[src/rtl/turbo_pkg.sv]
// Shared definitions for the turbo interleaver scheduler: PB size codes, block
// lengths, sequencer states and datapath mode encoding.
package turbo_pkg;

  localparam logic [1:0] PB16    = 2'b00;
  localparam logic [1:0] PB136   = 2'b01;
  localparam logic [1:0] PB520   = 2'b10;
  localparam logic [1:0] PB_RSVD = 2'b11;

  localparam int PB_LEN_16  = 64;
  localparam int PB_LEN_136 = 544;
  localparam int PB_LEN_520 = 2080;

  localparam logic MODE_ITL  = 1'b0;
  localparam logic MODE_DITL = 1'b1;

  typedef enum logic [2:0] {IDLE, LOAD, START, DRAIN, DONE} state_t;

  // Block length in dibits; the reserved code never reaches here because it is never granted.
  function automatic logic [11:0] pb_len(input logic [1:0] sz);
    case (sz)
      PB16:    return 12'(PB_LEN_16);
      PB136:   return 12'(PB_LEN_136);
      default: return 12'(PB_LEN_520);
    endcase
  endfunction

endpackage

[src/rtl/turbo_rr_arb2.sv]
// Two-way round-robin arbiter: bit 0 = TX, bit 1 = RX. The pointer names the side
// that wins a tie and moves to the other side of the finishing owner on update.
module turbo_rr_arb2 (
  input  logic       clk,
  input  logic       n_rst,
  input  logic [1:0] req,
  input  logic       update,
  input  logic       owner,
  output logic [1:0] gnt
);

  logic ptr;

  always_ff @(posedge clk or negedge n_rst) begin
    if (!n_rst) begin
      ptr <= 1'b0;
    end else if (update) begin
      ptr <= ~owner;
    end
  end

  always_comb begin
    gnt = req;
    if (&req) begin
      gnt = ptr ? 2'b10 : 2'b01;
    end
  end

endmodule

[src/rtl/turbo_itl_sched.sv]
// Shares one turbo interleaver datapath between the TX encoder and RX decoder,
// sequencing one PB job at a time: load dibits, pulse start, count output beats.
module turbo_itl_sched
  import turbo_pkg::*;
#(
  parameter int TIMEOUT = 1024,
  parameter int CNT_W   = 12
) (
  input  logic       clk,
  input  logic       n_rst,
  input  logic       tx_req,
  input  logic [1:0] tx_pb_size,
  input  logic [1:0] tx_din,
  input  logic       tx_din_vld,
  output logic       tx_gnt,
  output logic       tx_done,
  input  logic       rx_req,
  input  logic [1:0] rx_pb_size,
  input  logic [1:0] rx_din,
  input  logic       rx_din_vld,
  output logic       rx_gnt,
  output logic       rx_done,
  output logic [1:0] itl_pb_size,
  output logic [1:0] itl_din,
  output logic       itl_din_vld,
  output logic       itl_start,
  output logic       itl_mode,
  input  logic       itl_dout_vld,
  output logic       busy,
  output logic       err_rsvd,
  output logic       err_tmo
);

  localparam int WD_W = $clog2(TIMEOUT);

  state_t           state;
  logic [CNT_W-1:0] len_reg;
  logic [CNT_W-1:0] in_cnt;
  logic [CNT_W-1:0] out_cnt;
  logic [WD_W-1:0]  wdog;

  logic [1:0] elig;
  logic [1:0] gnt_sel;
  logic [1:0] sel_size;
  logic       own_din_vld;
  logic [1:0] own_din;
  logic       abort;
  logic       arb_update;

  assign elig = {rx_req && (rx_pb_size != PB_RSVD), tx_req && (tx_pb_size != PB_RSVD)};
  assign sel_size = gnt_sel[1] ? rx_pb_size : tx_pb_size;

  // itl_mode doubles as the owner index: 0 = TX, 1 = RX
  assign own_din_vld = itl_mode ? rx_din_vld : tx_din_vld;
  assign own_din     = itl_mode ? rx_din : tx_din;

  assign abort      = (state == DRAIN) && !itl_dout_vld && (wdog == WD_W'(TIMEOUT - 1));
  assign arb_update = (state == DONE) || abort;
  assign busy       = (state != IDLE);

  turbo_rr_arb2 u_arb (
    .clk    (clk),
    .n_rst  (n_rst),
    .req    (elig),
    .update (arb_update),
    .owner  (itl_mode),
    .gnt    (gnt_sel)
  );

  always_ff @(posedge clk or negedge n_rst) begin
    if (!n_rst) begin
      state       <= IDLE;
      len_reg     <= '0;
      in_cnt      <= '0;
      out_cnt     <= '0;
      wdog        <= '0;
      tx_gnt      <= 1'b0;
      rx_gnt      <= 1'b0;
      tx_done     <= 1'b0;
      rx_done     <= 1'b0;
      itl_pb_size <= 2'b00;
      itl_din     <= 2'b00;
      itl_din_vld <= 1'b0;
      itl_start   <= 1'b0;
      itl_mode    <= MODE_ITL;
      err_rsvd    <= 1'b0;
      err_tmo     <= 1'b0;
    end else begin
      tx_done     <= 1'b0;
      rx_done     <= 1'b0;
      itl_din_vld <= 1'b0;
      itl_start   <= 1'b0;
      err_tmo     <= 1'b0;
      err_rsvd    <= (tx_req && (tx_pb_size == PB_RSVD)) || (rx_req && (rx_pb_size == PB_RSVD));
      case (state)
        IDLE: begin
          if (|gnt_sel) begin
            itl_mode    <= gnt_sel[1] ? MODE_DITL : MODE_ITL;
            itl_pb_size <= sel_size;
            len_reg     <= CNT_W'(pb_len(sel_size));
            tx_gnt      <= gnt_sel[0];
            rx_gnt      <= gnt_sel[1];
            in_cnt      <= '0;
            out_cnt     <= '0;
            wdog        <= '0;
            state       <= LOAD;
          end
        end
        LOAD: begin
          if (own_din_vld) begin
            itl_din     <= own_din;
            itl_din_vld <= 1'b1;
            in_cnt      <= in_cnt + CNT_W'(1);
            if (in_cnt == len_reg - CNT_W'(1)) begin
              state <= START;
            end
          end
        end
        START: begin
          itl_start <= 1'b1;
          wdog      <= '0;
          state     <= DRAIN;
        end
        DRAIN: begin
          if (itl_dout_vld) begin
            wdog    <= '0;
            out_cnt <= out_cnt + CNT_W'(1);
            if (out_cnt == (len_reg >> 2) - CNT_W'(1)) begin
              tx_done <= ~itl_mode;
              rx_done <= itl_mode;
              state   <= DONE;
            end
          end else if (abort) begin
            err_tmo <= 1'b1;
            tx_gnt  <= 1'b0;
            rx_gnt  <= 1'b0;
            state   <= IDLE;
          end else begin
            wdog <= wdog + WD_W'(1);
          end
        end
        DONE: begin
          tx_gnt <= 1'b0;
          rx_gnt <= 1'b0;
          state  <= IDLE;
        end
        default: state <= IDLE;
      endcase
    end
  end

endmodule

[config.mk]
export PLATFORM = sky130hd
export DESIGN_NAME = turbo_itl_sched
export DESIGN_NICKNAME = d
export VERILOG_FILES = /design/src/rtl/turbo_pkg.sv /design/src/rtl/turbo_rr_arb2.sv /design/src/rtl/turbo_itl_sched.sv
export SDC_FILE = /design/constraint.sdc
export NUM_CORES = 1
export LEC_CHECK = 0
export ABC_CLOCK_PERIOD_IN_PS = 2550
export CAP_MARGIN = 5
export CORE_ASPECT_RATIO = 0.6
export CORE_UTILIZATION = 30
export DETAILED_ROUTE_END_ITERATION = 10
export HOLD_SLACK_MARGIN = 0.08
export PLACE_DENSITY = 0.43
export SLEW_MARGIN = 20
export SYNTH_ARGS = -nofsm -noshare
export SYNTH_HDL_FRONTEND = slang
export SYNTH_SLANG_ARGS = --single-unit
[constraint.sdc]
create_clock -name clk -period 2.55 [get_ports clk]
set_input_delay 0.51 -clock clk [delete_from_list [all_inputs] [get_ports clk]]
set_output_delay 0.51 -clock clk [all_outputs]
set_load 0.02 [all_outputs]
======== After elaboration in Yosys (flattened, before gate mapping) ========
Index checks and enable logic that the tools add are counted.
cells by class
  add/sub/neg operators ................... 5
  equal/unequal tests ..................... 21
  muxes and demuxes ....................... 41
  bitwise operators ....................... 1
  reductions and logical operators ........ 25
operators by type and width
  kind                     count
  $pmux W12 S2             3
  $mux W12                 3
  $mux W10                 3
  $pmux W10 S3             1
  $add A12 B1 Y12 const B  2
  $eq A12 B12 Y1           2
  $mux W1                  18
  $mux W3                  6
  $ne A2 B2 Y1 const B     8
  $pmux W3 S4              1
  $sub A12 B1 Y12 const B  1
  $sub A10 B1 Y11 const B  1
  $add A10 B1 Y10 const B  1
  $eq A10 B10 Y1 const B   1
  $reduce_and A3 Y1        3
  $reduce_bool A3 Y1       3
  $mux W2                  4
  $eq A3 B2 Y1 const B     2
  $logic_and A1 B1 Y1      6
  $ne A3 B3 Y1 const B     2
  $pmux W1 S3              2
  $reduce_and A2 Y1        3
  $reduce_and A5 Y1        1
  $eq A2 B2 Y1 const B     2
  other kinds (12)         14
word-level totals
  flip-flop bits (word level) ............. 63
  input bits .............................. 15
  output and inout port bits .............. 14
  logic and storage cells ................. 110

======== Logic depth before layout (Yosys ltp) ========
Gate-level depths: netlist of run 1.
  depth in word-level cells ............... 7
  mapped depth ............................ 9
  depth with buffers taken out ............ 8

======== Hierarchy ========
Synthesis of run 1 repeated with hierarchy kept, for this count alone.
unflattened totals
  cell total of the unflattened synthesis .. 301
  area, all modules ....................... 3001.6 um^2
by module, submodules not included
  module           instances  cells an instance  area an instance (um^2)
  turbo_itl_sched  1          296                2947.8
  turbo_rr_arb2    1          5                  53.8

======== Worst setup path after synthesis of run 1 ========
Ideal clock, no wire load.
  kind .................................... flip-flop to flip-flop
  from .................................... register len_reg[5]
  to ...................................... register state[1]
  arrival ................................. 2.244 ns
  setup slack ............................. 0.184 ns
  cell stages (with the launch flop) ...... 10
  buffers on the path ..................... 1
  path through ............................ dfrtp_1 clkbuf_1 inv_1 ha_1 ha_1 xor3_1 nor3_1 nand4_1 a211o_1 a32o_1
between the ends
  cells in the longest elaborated chain, start to end .. 4
ends and longest elaborated chain
  element                                                 line                                            RTL
  start: declaration                                      turbo_itl_sched.sv:37                           logic [CNT_W-1:0] len_reg;
  start signal: assignment                                turbo_itl_sched.sv:100                          len_reg <= CNT_W'(pb_len(sel_size));
  $sub A12 B1 Y12 or $sub A10 B1 Y11 (tied branches)      turbo_itl_sched.sv:114, turbo_itl_sched.sv:128
  $eq A12 B12 Y1 (on tied branches)                       turbo_itl_sched.sv:114, turbo_itl_sched.sv:128
  $ne A2 B2 Y1 (no line) or $ne A3 B2 Y1 (tied branches)  n/a
  $reduce_and A5 Y1 (no line) (*)                         n/a
  end signal: assignment                                  turbo_itl_sched.sv:115                          state <= START;
  end signal: assignment                                  turbo_itl_sched.sv:122                          state <= DRAIN;
  end signal: assignment                                  turbo_itl_sched.sv:131                          state <= DONE;
  end: declaration                                        turbo_itl_sched.sv:36                           state_t state;
Mark *: on every way between the ends. The rest lies on a longest branch, timed or not.
A chain may end at the register's enable or synchronous reset.

======== Worst setup path in the final report of run 1 ========
  from .................................... register state[1]
  to ...................................... output busy
between the ends
  cells in the longest elaborated chain, start to end .. 1
ends and longest elaborated chain
  element                   line                    RTL
  start signal: assignment  turbo_itl_sched.sv:72   state <= IDLE;
  start signal: assignment  turbo_itl_sched.sv:106  state <= LOAD;
  start signal: assignment  turbo_itl_sched.sv:115
  $reduce_bool A3 Y1        turbo_itl_sched.sv:59   assign busy = (state != IDLE);
  end: declaration          turbo_itl_sched.sv:29   output logic busy,
Every way passes these cells.

==> results_dict.tcl, run 1 <==
set metrics [dict create \
    status "completed" \
    reg2reg_from "len_reg[6]" \
    port_buffers 28 \
    final_nets 363 \
    ys_async_sr_fraction_pct 100 \
    root_buffer "clkbuf_16" \
    peakVddDrop_mv 0.366 \
    max_freq_mhz 422 \
    vias 2317 \
    track_usage_pct 15.1 \
    fp.dieW_um 130 \
    reg2reg_slack_ps 260 \
    postRouteAntennaNets 0 \
    powerDensity_nw_per_um2 800 \
    antenna_found_initial 0 \
    crit_family "buffers and inverters" \
    period_needed_ps 2370 \
    cts_max_level 2 \
    synth_edf_count 0 \
    drive_gt1_share_pct 13.1 \
    cts-buffers-inserted 5 \
    cts.sinks 54 \
    hpwl_um 5420 \
    worst_path_max_delay_cell "clkdlybuf4s50_1" \
    cpPeakStageDelay_ps 570 \
    slew_headroom_pct 61.4 \
    worst_pin_slew_ps 578 \
    cp_max_fo 11 \
    worstPathRequired_ps 2040 \
    grt_remaining_overflow 0 \
    cts_resized 0 \
    dieArea_um2 10300 \
    drv_cap 0 \
    cts.path.max_buffers 2 \
    endpoint_kind "output port" \
    fin_crit_sh_pct 92.9 \
    setup_viol 0 \
    clkTransAtPathRegs_ps 70 \
    syn_avg_cell_area_um2 9.84 \
    core_area_um2 9360 \
    gp_congestion 0.710 \
    initial_core_util_pct 31.5 \
    worstPathCellList "or3_4, clkdlybuf4s50_1" \
    dr.pass1.iters 4 \
    dr.first_iter.drc_count 117 \
    power_leakage_uw 0.00157 \
    yosys.cell_types.count 54 \
    grt_pass1_wl_um 11600 \
    fin_tns_setup_ps 0 \
    grt_max_degree 35 \
    ys_seq_area_share_pct 45.8 \
    synth_ff_type "dfrtp_1" \
    cts_hold_repair.buffers 0 \
    drv_slew 0 \
    drc 0 \
    worst-r2r-cell-count 8 \
    chipHeight_um 78.8 \
    rsz0062_at_grt "no" \
    skew_ps 7.52 \
    hold_class "in -> async" \
    design_area_um2 3650 \
    biggestRegsByFlops "in_cnt: 12 flops, out_cnt: 12 flops, wdog: 10 flops" \
    worst-path-buf-inv 1 \
    syn_nets 321 \
    hold_viol 0 \
    clock_latency_ps 290 \
    finalWirelength_um 7210 \
    cp.arrival_ps 1860 \
    wire_per_inst_um 15.2 \
    syn_to_final_growth_pct 23.5 \
    rr_endpoint "state[1]" \
    synth_area_um2 2950 \
    syn_inst 300 \
    num_rows 27 \
    crit_type "reg -> out" \
    cts_tree "yes" \
    via_per_inst 4.90 \
    grt_pass1_vias 2195 \
    cts_setup_buffers 0 \
    ys_seq_elements 54 \
    diodes 0 \
    yosys_warnings 0 \
    ioPinCount 29 \
    cp-start-kind "flip-flop" \
    dpl_cell_area_um2 3480 \
]
==> cell usage after synthesis, types with 3 or more instances <==
cell type	n	area [um2]
clkbuf_1	3	11.3
mux2i_1	7	70.1
nor3b_1	3	22.5
and3_1	6	37.5
ha_1	6	75.1
nor4_1	3	18.8
nand3_1	13	65.1
inv_1	9	33.8
nand2_1	17	63.8
mux2_2	3	33.8
a21boi_0	3	22.5
dfrtp_1	54	1350
a21bo_2	3	30.0
nor3_1	9	45.0
or4_1	3	22.5
xor2_1	17	149
o2111ai_1	5	43.8
a21oi_1	18	90.1
or3_1	7	43.8
nor2_1	31	116
xnor2_1	9	78.8
buf_2	7	35.0
nand4_1	6	37.5
o211ai_1	5	37.5
o21ai_0	13	65.1
==> final cells by class <==
class                      count  area [um2]
multi-input combinational    223        1490
clock buffer                   6         129
inverter                       9        33.8
fill                         947        5710
clock inverter                 2        37.5
timing repair buffer          49         445
tap                          130         163
sequential                    54        1350
==> where the power goes <==
| group | internal, uW | total, uW | switching, uW |
|---|---|---|---|
| logic | 478 | 1050 | 571 |
| clock network | 464 | 777 | 313 |
| registers | 970 | 1090 | 120 |
==> kinds of logic (layout without fill, tap and decap cells) <==
group | count (synthesis) | after routing | share of synthesized area [%]
XOR/XNOR | 27 | 27 | 8.52
AND/OR/NAND/NOR | 112 | 112 | 19.6
flip-flops | 54 | 54 | 45.8
AO/OA/AOI/OAI | 68 | 68 | 16.2
adder cells (fa/ha/maj) | 6 | 6 | 2.54
buffers and inverters | 23 | 66 | 3.86
multiplexers | 10 | 10 | 3.52
==> placed cells by master, fill, tap and decap left out, drive strengths merged, types with 9 or more instances in the layout <==
| cell | n |
|---|---|
| nand2 | 17 |
| dfrtp | 54 |
| xor2 | 17 |
| a21oi | 19 |
| xnor2 | 9 |
| nor3 | 9 |
| clkdlybuf4s50 | 27 |
| inv | 9 |
| nand3 | 13 |
| nor2 | 33 |
| o21ai | 14 |
| buf | 22 |
==> how the worst max path moves through the flow <==
stage	start	cells past startpoint	end
after floorplan	len_reg[5]	9	state[1]
after global placement	tx_req	6	wdog[5]
after detailed placement	rx_req	6	wdog[5]
after CTS	state[1]	2	busy
after global routing	len_reg[6]	8	state[1]
final	state[1]	2	busy
==> per-stage QoR <==
step	util (%)	power, uW	instances	worst slack (ps)	hold slack [ps]
after floorplan	-	1770	300	184	214
after global placement	37.2	2160	465	36.4	480
after detailed placement	37.2	2160	465	20.4	499
after CTS	39.0	2960	473	174	232
after global routing	39.0	3130	473	110	247
final	39.0	2920	473	182	204
==> layer usage <==
layer | wire [um] | vias up | track usage (%)
met3 | 310 | 7 | 3.71
met4 | 68 | 0 | 4.07
met5 | 0 | - | 0
met1 | 4330 | 1099 | 24.5
li1 | - | 1168 | -
met2 | 2500 | 43 | 18.9
Note: power is estimated with default switching activity, not from simulation.
==> run 2: changes to the inputs <==
- CORE_UTILIZATION: 30 -> 57
- PLACE_DENSITY: 0.43 -> 0.76
==> run 2 against run 1 <==
Setup slack got worse by 33 ps; hold slack got worse by 50 ps; core utilization increased by 34 points; via count increased by 2.7%; register-to-register slack improved by 70 ps; global-route usage increased by 10 points; clock power decreased by 25%; non-clock buffer count decreased by 6.
==> results_dict.tcl, run 2 (synthesized netlist as in run 1, its figures left out) <==
set metrics [dict create \
    core_area_um2 4780 \
    hold_class "in -> async" \
    root_buffer "clkbuf_8" \
    initial_core_util_pct 61.8 \
    num_rows 19 \
    clkTransAtPathRegs_ps 90 \
    gp_congestion 0.804 \
    ioPinCount 29 \
    crit_type "reg -> out" \
    cts_setup_buffers 0 \
    drive_gt1_share_pct 11.6 \
    diodes 0 \
    vias 2379 \
    drc 0 \
    dieArea_um2 5480 \
    cp_max_fo 11 \
    syn_to_final_growth_pct 17.3 \
    worst_pin_slew_ps 557 \
    period_needed_ps 2400 \
    rsz0062_at_grt "no" \
    fin_hold_ws_ps 154 \
    cts-buffers-inserted 5 \
    wire_per_inst_um 16.0 \
    port_buffers 28 \
    hold_viol 0 \
    final_nets 357 \
    endpoint_kind "output port" \
    dr.pass1.iters 5 \
    power_leakage_uw 0.00152 \
    fill_cells 374 \
    drv_slew 0 \
    powerDensity_nw_per_um2 781 \
    worstPathRequired_ps 2040 \
    status "completed" \
    hpwl_um 4640 \
    clock_latency_ps 310 \
    postLayoutCoreUtil_pct 72.5 \
    grt_remaining_overflow 0 \
    multi_input_area_um2 1490 \
    fin_tns_setup_ps 0 \
    slew_headroom_pct 62.8 \
    biggestRegsByFlops "in_cnt: 12 flops, out_cnt: 12 flops, wdog: 10 flops" \
    cp-start-kind "flip-flop" \
    max_freq_mhz 416 \
    finalWirelength_um 6370 \
    cts_max_level 2 \
    cts.path.max_buffers 2 \
    skew_ps 9.05 \
    mostFrequentLayoutCells "dfrtp_1, nor2_1, clkdlybuf4s50_1" \
    fp.dieW_um 94.9 \
    track_usage_pct 25.6 \
    postRouteAntennaNets 0 \
    chipHeight_um 57.7 \
    antenna_found_initial 0 \
    cts_resized 0 \
    setup_viol 0 \
    peakVddDrop_mv 0.397 \
    cp.arrival_ps 1890 \
    seqCellArea_um2 1350 \
    dr.first_iter.drc_count 179 \
    layout_commonest_cell "dfrtp_1" \
    grt_pass1_wl_um 10400 \
    fin_crit_sh_pct 94.2 \
    grt_pass1_vias 2094 \
    drv_cap 0 \
    cts_tree "yes" \
    grt_max_degree 35 \
    cts_hold_repair.buffers 0 \
    cts.sinks 54 \
    via_per_inst 5.96 \
]
[run 2: cell types whose count changed in the layout (fill, tap and decap cells not counted), sizes merged]
cell,change
buf,-6
clkinvlp,-1
[run 2: final timing paths]
| check | from | end | slack (ps) | cells past startpoint |
|---|---|---|---|---|
| setup / recovery | state[1] | busy | 150 | 2 |
| hold / removal | n_rst | itl_din_vld | 150 | 1 |
| setup reg to reg | len_reg[6] | state[1] | 330 | 8 |
| hold reg to reg | itl_pb_size[0] | itl_pb_size[0] | 510 | 1 |
| max in group asynchronous | n_rst | out_cnt[5] | 1770 | 2 |
| min in group clk | itl_pb_size[0] | itl_pb_size[0] | 510 | 1 |
[run 2: metal layers]
layer | GRT usage [%] | vias to the layer above | part of all wire, %
li1 | - | 1154 | -
met1 | 42.6 | 1125 | 54
met2 | 33.1 | 93 | 38
met3 | 5.77 | 7 | 7.3
met4 | 6.28 | 0 | 0.89
met5 | 0 | - | 0
[run 2: layout make-up]
type	instances	share of cell area [%]
Timing Repair Buffer	43	11.6
Inverter	9	0.975
Clock inverter	1	0.867
Sequential cell	54	39.0
Clock buffer	6	2.38
Tap cell	63	2.28
Multi-Input combinational cell	223	42.9
[run 2: per-stage QoR]
stage                     total power [uW]  instance area (um2)  std cells  worst slack [ps]
after floorplan                       1770                 2950        300               184
after global placement                2100                 3350        392              68.7
after detailed placement              2130                 3350        392              33.7
after CTS                             2710                 3460        399               153
after global routing                  2860                 3460        399              69.6
final                                 2700                 3460        399               149
[run 2: worst max-delay path, stage by stage (launching register included)]
cell	delay [ps]
dfrtp_1	510
or3_4	510
clkdlybuf4s50_1	560
[run 2: power breakdown]
group	total (uW)	internal, uW	leakage, uW	switching, uW
logic	1030	469	0.000739	564
clock network	586	314	0.0000573	272
registers	1080	969	0.000723	115
